$ cat src/rtl/bandeja_rolhas_pkg.sv
// Shared definitions for the cork tray and its dispenser: FSM encoding and tray defaults.
// The dispenser block refills in units of LOTE_PADRAO corks, so both sides must agree on it.
package bandeja_rolhas_pkg;

    typedef enum logic [1:0] {
        NORMAL      = 2'd0,
        PEDINDO     = 2'd1,
        ESPERA      = 2'd2,
        SEM_ESTOQUE = 2'd3
    } estado_t;

    localparam int CAPACIDADE_PADRAO = 25;
    localparam int LOTE_PADRAO       = 20;
    localparam int LIMIAR_PADRAO     = 5;
    localparam int TIMEOUT_PADRAO    = 4;

    // Clamp a widened sum back to the tray capacity.
    function automatic logic [5:0] saturar(input logic [5:0] soma, input logic [5:0] teto);
        return (soma > teto) ? teto : soma;
    endfunction

endpackage

$ cat src/rtl/contador_timeout.sv
// Handshake watchdog: counts enabled cycles, flags the cycle in which the count reaches LIMITE.
// Latency: atingiu is combinational on the enabled cycle; clear has priority over enable.
module contador_timeout #(
    parameter int LIMITE = 4,
    parameter int W      = $clog2(LIMITE + 1)
) (
    input  logic clk,
    input  logic rst,
    input  logic limpar,
    input  logic habilitar,
    output logic atingiu
);

    localparam logic [W-1:0] ULTIMO = W'(LIMITE - 1);
    localparam logic [W-1:0] TOPO   = W'(LIMITE);

    logic [W-1:0] contagem;

    assign atingiu = habilitar && !limpar && (contagem == ULTIMO);

    always_ff @(posedge clk) begin
        if (rst || limpar) begin
            contagem <= '0;
        end else if (habilitar && (contagem != TOPO)) begin
            contagem <= contagem + 1'b1;
        end
    end

endmodule

$ cat src/rtl/bandeja_rolhas.sv
// Cork tray: tracks stock, requests refills below LIMIAR, one batch per grant, sticky no-stock flag.
// Latency: count, ativar and flags are registered and change the cycle after the causing input.
module bandeja_rolhas
    import bandeja_rolhas_pkg::*;
#(
    parameter int WIDTH      = 5,
    parameter int CAPACIDADE = CAPACIDADE_PADRAO,
    parameter int LOTE       = LOTE_PADRAO,
    parameter int LIMIAR     = LIMIAR_PADRAO,
    parameter int TIMEOUT    = TIMEOUT_PADRAO
) (
    input  logic             clk,
    input  logic             rst,
    input  logic             consumir,
    input  logic             reabastecer,
    output logic             ativar,
    output logic [WIDTH-1:0] qt_bandeja,
    output logic             vazia,
    output logic             erro_consumo,
    output logic             sem_estoque
);

    localparam logic [WIDTH:0]   LOTE_EXT = (WIDTH + 1)'(LOTE);
    localparam logic [WIDTH:0]   CAP_EXT  = (WIDTH + 1)'(CAPACIDADE);
    localparam logic [WIDTH-1:0] CAP_W    = WIDTH'(CAPACIDADE);
    localparam logic [WIDTH-1:0] LIM_W    = WIDTH'(LIMIAR);

    estado_t          estado;
    logic             grant;
    logic             ok;
    logic             dec;
    logic [WIDTH:0]   soma;
    logic [WIDTH:0]   soma_sat;
    logic [WIDTH-1:0] qt_prox;
    logic             atingiu;
    logic             limpar_to;
    logic             habilitar_to;

    // A grant only counts while a request is outstanding; ESPERA absorbs a stretched level.
    assign grant = (estado == PEDINDO) && reabastecer;
    assign ok    = (qt_bandeja != '0) || grant;
    assign dec   = consumir && ok;

    always_comb begin
        soma = {1'b0, qt_bandeja};
        if (grant) begin
            soma = soma + LOTE_EXT;
        end
        soma = soma - {{WIDTH{1'b0}}, dec};
    end

    generate
        if (WIDTH + 1 == 6) begin : g_sat_pkg
            assign soma_sat = saturar(soma, CAP_EXT);
        end else begin : g_sat_local
            assign soma_sat = (soma > CAP_EXT) ? CAP_EXT : soma;
        end
    endgenerate

    assign qt_prox = soma_sat[WIDTH-1:0];
    assign vazia   = (qt_bandeja == '0);

    assign limpar_to    = (estado != PEDINDO) || grant;
    assign habilitar_to = (estado == PEDINDO) && !grant;

    contador_timeout #(
        .LIMITE(TIMEOUT)
    ) u_timeout (
        .clk      (clk),
        .rst      (rst),
        .limpar   (limpar_to),
        .habilitar(habilitar_to),
        .atingiu  (atingiu)
    );

    always_ff @(posedge clk) begin
        if (rst) begin
            estado       <= NORMAL;
            qt_bandeja   <= CAP_W;
            ativar       <= 1'b0;
            erro_consumo <= 1'b0;
            sem_estoque  <= 1'b0;
        end else begin
            qt_bandeja   <= qt_prox;
            erro_consumo <= consumir && !ok;
            case (estado)
                NORMAL: begin
                    if (qt_prox <= LIM_W) begin
                        estado <= PEDINDO;
                        ativar <= 1'b1;
                    end
                end
                PEDINDO: begin
                    if (grant) begin
                        estado <= ESPERA;
                        ativar <= 1'b0;
                    end else if (atingiu) begin
                        estado      <= SEM_ESTOQUE;
                        ativar      <= 1'b0;
                        sem_estoque <= 1'b1;
                    end
                end
                ESPERA: begin
                    ativar <= 1'b0;
                    if (!reabastecer) begin
                        estado <= NORMAL;
                    end
                end
                SEM_ESTOQUE: begin
                    ativar      <= 1'b0;
                    sem_estoque <= 1'b1;
                end
                default: begin
                    estado <= NORMAL;
                    ativar <= 1'b0;
                end
            endcase
        end
    end

endmodule

$ cat config.mk
export PLATFORM = sky130hd
export DESIGN_NAME = bandeja_rolhas
export DESIGN_NICKNAME = d
export VERILOG_FILES = /design/src/rtl/bandeja_rolhas_pkg.sv /design/src/rtl/contador_timeout.sv /design/src/rtl/bandeja_rolhas.sv
export SDC_FILE = /design/constraint.sdc
export NUM_CORES = 1
export LEC_CHECK = 0
export BUFFER_PORTS_ARGS = -buffer_cell sky130_fd_sc_hd__clkbuf_2
export CAP_MARGIN = 20
export CORE_ASPECT_RATIO = 1.2
export CORE_MARGIN = 2
export CORE_UTILIZATION = 30
export CTS_CLUSTER_DIAMETER = 200
export DETAILED_ROUTE_END_ITERATION = 6
export PLACE_DENSITY = 0.46
export SYNTH_ARGS = -nofsm -noshare
export SYNTH_HDL_FRONTEND = slang
export SYNTH_SLANG_ARGS = --single-unit
$ cat constraint.sdc
create_clock -name clk -period 3 [get_ports clk]
set_clock_uncertainty 0.05 [all_clocks]
set_input_delay 0 -clock clk [delete_from_list [all_inputs] [get_ports clk]]
set_output_delay 0 -clock clk [all_outputs]
set_load 0.01 [all_outputs]
## After elaboration in Yosys (flattened, before gate mapping)

Index checks and enable logic that the tools add are counted.

| word-level totals | value |
|---|---|
| word-level logic and storage cells | 58 |
| flip-flop bits (word level) | 13 |

| operators by class | value |
|---|---|
| add/subtract/negate cells | 3 |
| $lt $le $gt $ge | 2 |
| mux-type cells | 14 |
| equal/unequal tests | 11 |
| reductions and logical operators | 22 |

Operator list:

| operator | count |
|---|---|
| $mux W2 | 4 |
| $ne A2 B2 Y1 const B | 4 |
| $logic_and A1 B1 Y1 | 7 |
| $add A5 B5 Y6 const B | 1 |
| $gt A6 B5 Y1 const B | 1 |
| $mux W6 | 1 |
| $ne A3 B3 Y1 const B | 2 |
| $pmux W2 S3 | 1 |
| $sub A6 B1 Y6 | 1 |
| $le A5 B3 Y1 const B | 1 |
| $logic_not A5 Y1 | 1 |
| $mux W1 | 5 |
| $mux W5 | 1 |
| $reduce_bool A5 Y1 | 1 |
| $eq A2 B2 Y1 const B | 2 |
| $reduce_and A4 Y1 | 1 |
| $add A3 B1 Y3 const B | 1 |
| $eq A3 B2 Y1 const B | 1 |
| $logic_not A1 Y1 | 3 |
| $logic_or A1 B1 Y1 | 3 |
| $pmux W1 S3 | 1 |
| $reduce_and A3 Y1 | 1 |
| $reduce_bool A3 Y1 | 1 |
| $eq A2 B1 Y1 const B | 1 |
| 6 further kinds | 6 |

## Logic depth before layout (Yosys ltp)

| depth | value |
|---|---|
| depth after elaboration | 10 |
| mapped depth | 11 |
| depth with buffers taken out | 11 |

## Modules after synthesis

From an unflattened synthesis, not the netlist that was laid out.

| second synthesis, totals | value |
|---|---|
| cell total of the unflattened synthesis | 99 |
| area total of the unflattened synthesis | 927.1 µm² |

By module, submodules not included:

| module | area an instance (µm²) | instances | cells an instance | seq. area each (µm²) |
|---|---|---|---|---|
| bandeja_rolhas | 739.5 | 1 | 79 | 200.2 |
| contador_timeout | 187.7 | 1 | 20 | 60.1 |

## Worst setup path before layout

No wires, ideal clock.

| timing | value |
|---|---|
| path type | register -> register |
| start point | register qt_bandeja[2] |
| end point | register ativar |
| stages on the path, launching flop included | 12 |
| path slack | 0.396 ns |
| setup time | 0.074 ns |
| data required time | 2.876 ns |
| buffers on the path | 0 |
| arrival time | 2.480 ns |
| cells stage by stage | dfxtp_1 -> inv_1 -> ha_1 -> nor4b_1 -> a21boi_0 -> ha_1 -> ha_1 -> or3b_2 -> mux2i_1 -> xnor2_1 -> o21ai_0 -> o21ai_0 |

| between the ends | value |
|---|---|
| cells in the longest elaborated chain, start to end | 9 |

RTL lines:

| element | RTL line | source |
|---|---|---|
| start: declaration | bandeja_rolhas.sv:17 | `output logic [WIDTH-1:0] qt_bandeja,` |
| start signal: assignment | bandeja_rolhas.sv:84 | `qt_bandeja <= qt_prox;` |
| branches (longest 3 deep; another with $add A5 B5 Y6) | n/a |  |
| $sub A6 B1 Y6 (*) | bandeja_rolhas.sv:49 | `soma = soma - {{WIDTH{1'b0}}, dec};` |
| $gt A6 B5 Y1 | bandeja_rolhas_pkg.sv:19 | `return (soma > teto) ? teto : soma;` |
| $mux W5 (*) | bandeja_rolhas_pkg.sv:19 |  |
| $le A5 B3 Y1 (*) | bandeja_rolhas.sv:88 | `if (qt_prox <= LIM_W) begin` |
| $ne A2 B2 Y1 (no source line) (*) | n/a |  |
| $reduce_and A2 Y1 (no source line) (*) | n/a |  |
| end signal: assignment | bandeja_rolhas.sv:90 | `ativar <= 1'b1;` |
| end signal: assignment | bandeja_rolhas.sv:96 | `ativar <= 1'b0;` |
| end signal: assignment | bandeja_rolhas.sv:99 | `ativar <= 1'b0;` |
| end: declaration | bandeja_rolhas.sv:16 | `output logic ativar,` |

Mark *: on every way between the ends.
A chain may end at the register's enable or synchronous reset.

## Worst setup path after layout

| timing | value |
|---|---|
| start point | register qt_bandeja[2] |
| end point | register qt_bandeja[2] |

| between the ends | value |
|---|---|
| cells in the longest elaborated chain, start to end | 6 |

RTL lines:

| element | RTL line |
|---|---|
| branches (longest 3 deep; another with $add A5 B5 Y6) | n/a |
| $sub A6 B1 Y6 (*) | bandeja_rolhas.sv:49 |
| $gt A6 B5 Y1 | bandeja_rolhas_pkg.sv:19 |
| $mux W5 (*) | bandeja_rolhas_pkg.sv:19 |

Marked as above.

==> results by group <==
Run status
  • Status: complete, no violations

Place
  • DP HPWL: 1230 um
  • Port Buf Inserts: 12
  • Post-Place Cells: 134
  • GP Congestion: ~0.76

Finish
  • Synthesis-to-layout area growth: 18.6%
  • Fillers: 284
  • Layout cells sized above 1: 0.206
  • N_diodes: 0
  • Cell Count, Final, Fillers Out: 140
  • Fin nets: 119

Worst setup path
  • WP data required: ~3.1 ns
  • RR Endpoint: qt_bandeja[2]
  • Worst Setup End Kind: register
  • Worst Path Max Fanout: 6
  • Setup crit end: qt_bandeja[2]
  • Reg-to-Reg Start: qt_bandeja[2]
  • Type of origin of the critical path: register
  • Worst reg-to-reg path cell count: 11
  • Type of the worst setup path: register to register
  • Crit path from: qt_bandeja[2]
  • R2R setup slack: 0.36 ns
  • Critical Path AT: around 2.8 ns

Clock tree
  • Worst-Skew Late Latency: 0.27 ns
  • Post-CTS setup buffers: 0
  • CTS H-tree lvls: 1
  • Max Buffers Root-to-Sink: 2
  • Root Buffer: clkbuf_4
  • CTS Buf Count: 3
  • Clk sinks: 13
  • CTS tree: built
  • Clk slew on worst S/H paths: 0.08 ns

GRT
  • Largest net degree at the start of global routing: 10
  • Tot GR Track Use: 0.120
  • First-pass GRT wire length: 2700 um
  • Total grt overflow: 0
  • Vias in the first global route: 663
  • Antenna violations before repair: 0

Run
  • Max_cap viols: 0

STA
  • Final setup viols: 0
  • Slew Viols, Final: 0
  • Fin crit share: 0.881
  • Final Hold Fails: 0
  • RSZ-0062 raised after global routing: false
  • Fin Setup TNS: 0 ns
  • Worst slew margin relative to its limit: 0.704
  • Max Fclk: ~380 MHz
  • Slew @ Worst Pin: 0.441 ns
  • Min cycle time layout: ~2.6 ns

Detailed routing
  • M1 WL: 671 um
  • Met2 wire length: 800 um
  • DRC: 0
  • Met3 wire length: 47 um
  • Avg WL per Cell: 11.1 um
  • Via/cell ratio: 4.76
  • First drt pass iteration count: 4
  • Routed Antenna Nets: 0
  • Initial DRC Count: 12
  • Max layer used: met4
  • Post-Route WL: 1550 um
  • Vias: ~670

Floorplan
  • # IOs: 13
  • Starting density of the core: 0.312
  • Die width: 50.5 um
  • Core area: 2500 um2
  • Die area: 3020 um2
  • Die extent in y: 59.8 um
  • Row count: 20

Synthesis
  • Syn. warnings: 0
  • Post-synth net total: 100
  • Post-synth top flop: dfxtp_1
  • Sequential fraction of the synthesis area: 0.334
  • Ys async rst share: 0
  • Post-Syn Instances: 89
  • Syn Area/Cell: 8.76 um2
  • Cell area after technology mapping: just under 800 um2
  • Synth cell types: 32
  • Number of synthesized flops with an enable pin: 0
  • #FFs+latches synth: 13

Hold path
  • Worst hold path class: input port to register

Power
  • Leakage: between 0.3 and 0.4 nW
  • Pwr/cell area: 389 nW/um2
  • Maximum vdd drop: approximately 0.13 mV
cell usage in the layout (no fill, tap or decap), types with 2 or more instances in the layout:
master         Yosys  layout
dfxtp_1           13      12
clkbuf_2           0      12
inv_1              9       9
nor2_1             7       7
ha_1               7       7
nand2_1            6       6
a21oi_1            5       5
nor3_1             5       5
o21ai_0            5       4
xnor2_1            4       4
clkbuf_4           0       3
nand3b_1           2       2
mux2i_1            2       2
o2111ai_1          2       2
nand3_1            2       2
nor3b_1            2       2
dlygate4sd3_1      0       2
Yosys cell counts, types with 2 or more instances:
cell type	instances	area, um2
inv_1	9	33.8
nand2_1	6	22.5
mux2i_1	2	20.0
nor3_1	5	25.0
nor3b_1	2	15.0
nand3b_1	2	15.0
xnor2_1	4	35.0
o2111ai_1	2	17.5
nand3_1	2	10.0
ha_1	7	87.6
a21oi_1	5	25.0
nor2_1	7	26.3
dfxtp_1	13	260
o21ai_0	5	25.0
worst min-delay path by stage:
stage	from	end	slack, ns	depth (start not counted)
CTS	reabastecer	estado[1]	0.05	3
floorplan	rst	sem_estoque	0.02	1
finish	reabastecer	estado[1]	0.06	3
detailed placement	consumir	erro_consumo	0.20	2
global placement	consumir	erro_consumo	0.19	2
global route	reabastecer	estado[1]	0.10	3
power breakdown:
group	switching, W	internal (W)
Clock	0.0000579	0.0000515
Combinational	0.0000364	0.0000308
Sequential	0.00000461	0.000178
Total	0.0000989	0.000260
layout make-up:
class | instances | area (um2) | share of cell area
repair buffers | 15 | 87.6 | 0.0947
flip-flops and latches | 13 | 262 | 0.283
well taps | 33 | 41.3 | 0.0447
clock buffers | 4 | 26.3 | 0.0284
inverters | 9 | 33.8 | 0.0365
multi-input cells | 66 | 474 | 0.513
stage by stage:
stage / power (W) / hold WS [ns] / cell area, um2 / setup WS, ns / utilization
after global placement: 0.000252 / 0.195 / 877 / 0.249 / 0.351
after detailed placement: 0.000252 / 0.199 / 877 / 0.232 / 0.351
after CTS: 0.000365 / 0.0499 / 923 / 0.199 / 0.369
after global routing: 0.000382 / 0.101 / 925 / 0.0744 / 0.370
final: 0.000359 / 0.0590 / 925 / 0.356 / 0.370
after floorplan: 0.000230 / 0.0191 / 779 / 0.396 / -
state kept, by name, summed over array words and instances, names as in the netlist:
register and flops:
qt_bandeja 5, sem_estoque 1, ativar 1, erro_consumo 1
u_timeout.contagem 3, estado 2
per-layer routing:
| metal | vias up | global-route usage |
|---|---|---|
| met5 | - | 0 |
| met2 | 12 | 0.212 |
| li1 | 350 | - |
| met3 | 4 | 0.0300 |
| met4 | 0 | 0.0579 |
| met1 | 300 | 0.135 |
critical path, cell delays in order (launching register included):
cell      delay [ns]
dfxtp_2         0.38
inv_1           0.08
ha_1            0.19
nor4b_1         0.15
a21boi_0        0.19
ha_1            0.20
ha_1            0.20
or3b_2          0.45
mux2i_1         0.16
xnor2_1         0.20
nor3_1          0.10
nor3b_1         0.20
kinds of logic after synthesis:
logic type	Yosys count	share of synthesized area
compound gates	17	0.151
xor+xnor	5	0.0562
fa+ha+maj	7	0.112
buf+inv	10	0.0578
flops	13	0.334
mux	3	0.0449
simple gates	34	0.244
timing repair:
item | in CTS | in global routing
hold buffers | 2 | 0
endpoints found under the setup margin | 0 | 3
endpoints found under the hold margin | 4 | 0
gates resized for setup | 0 | 2
(Power assumes the default switching activity.)
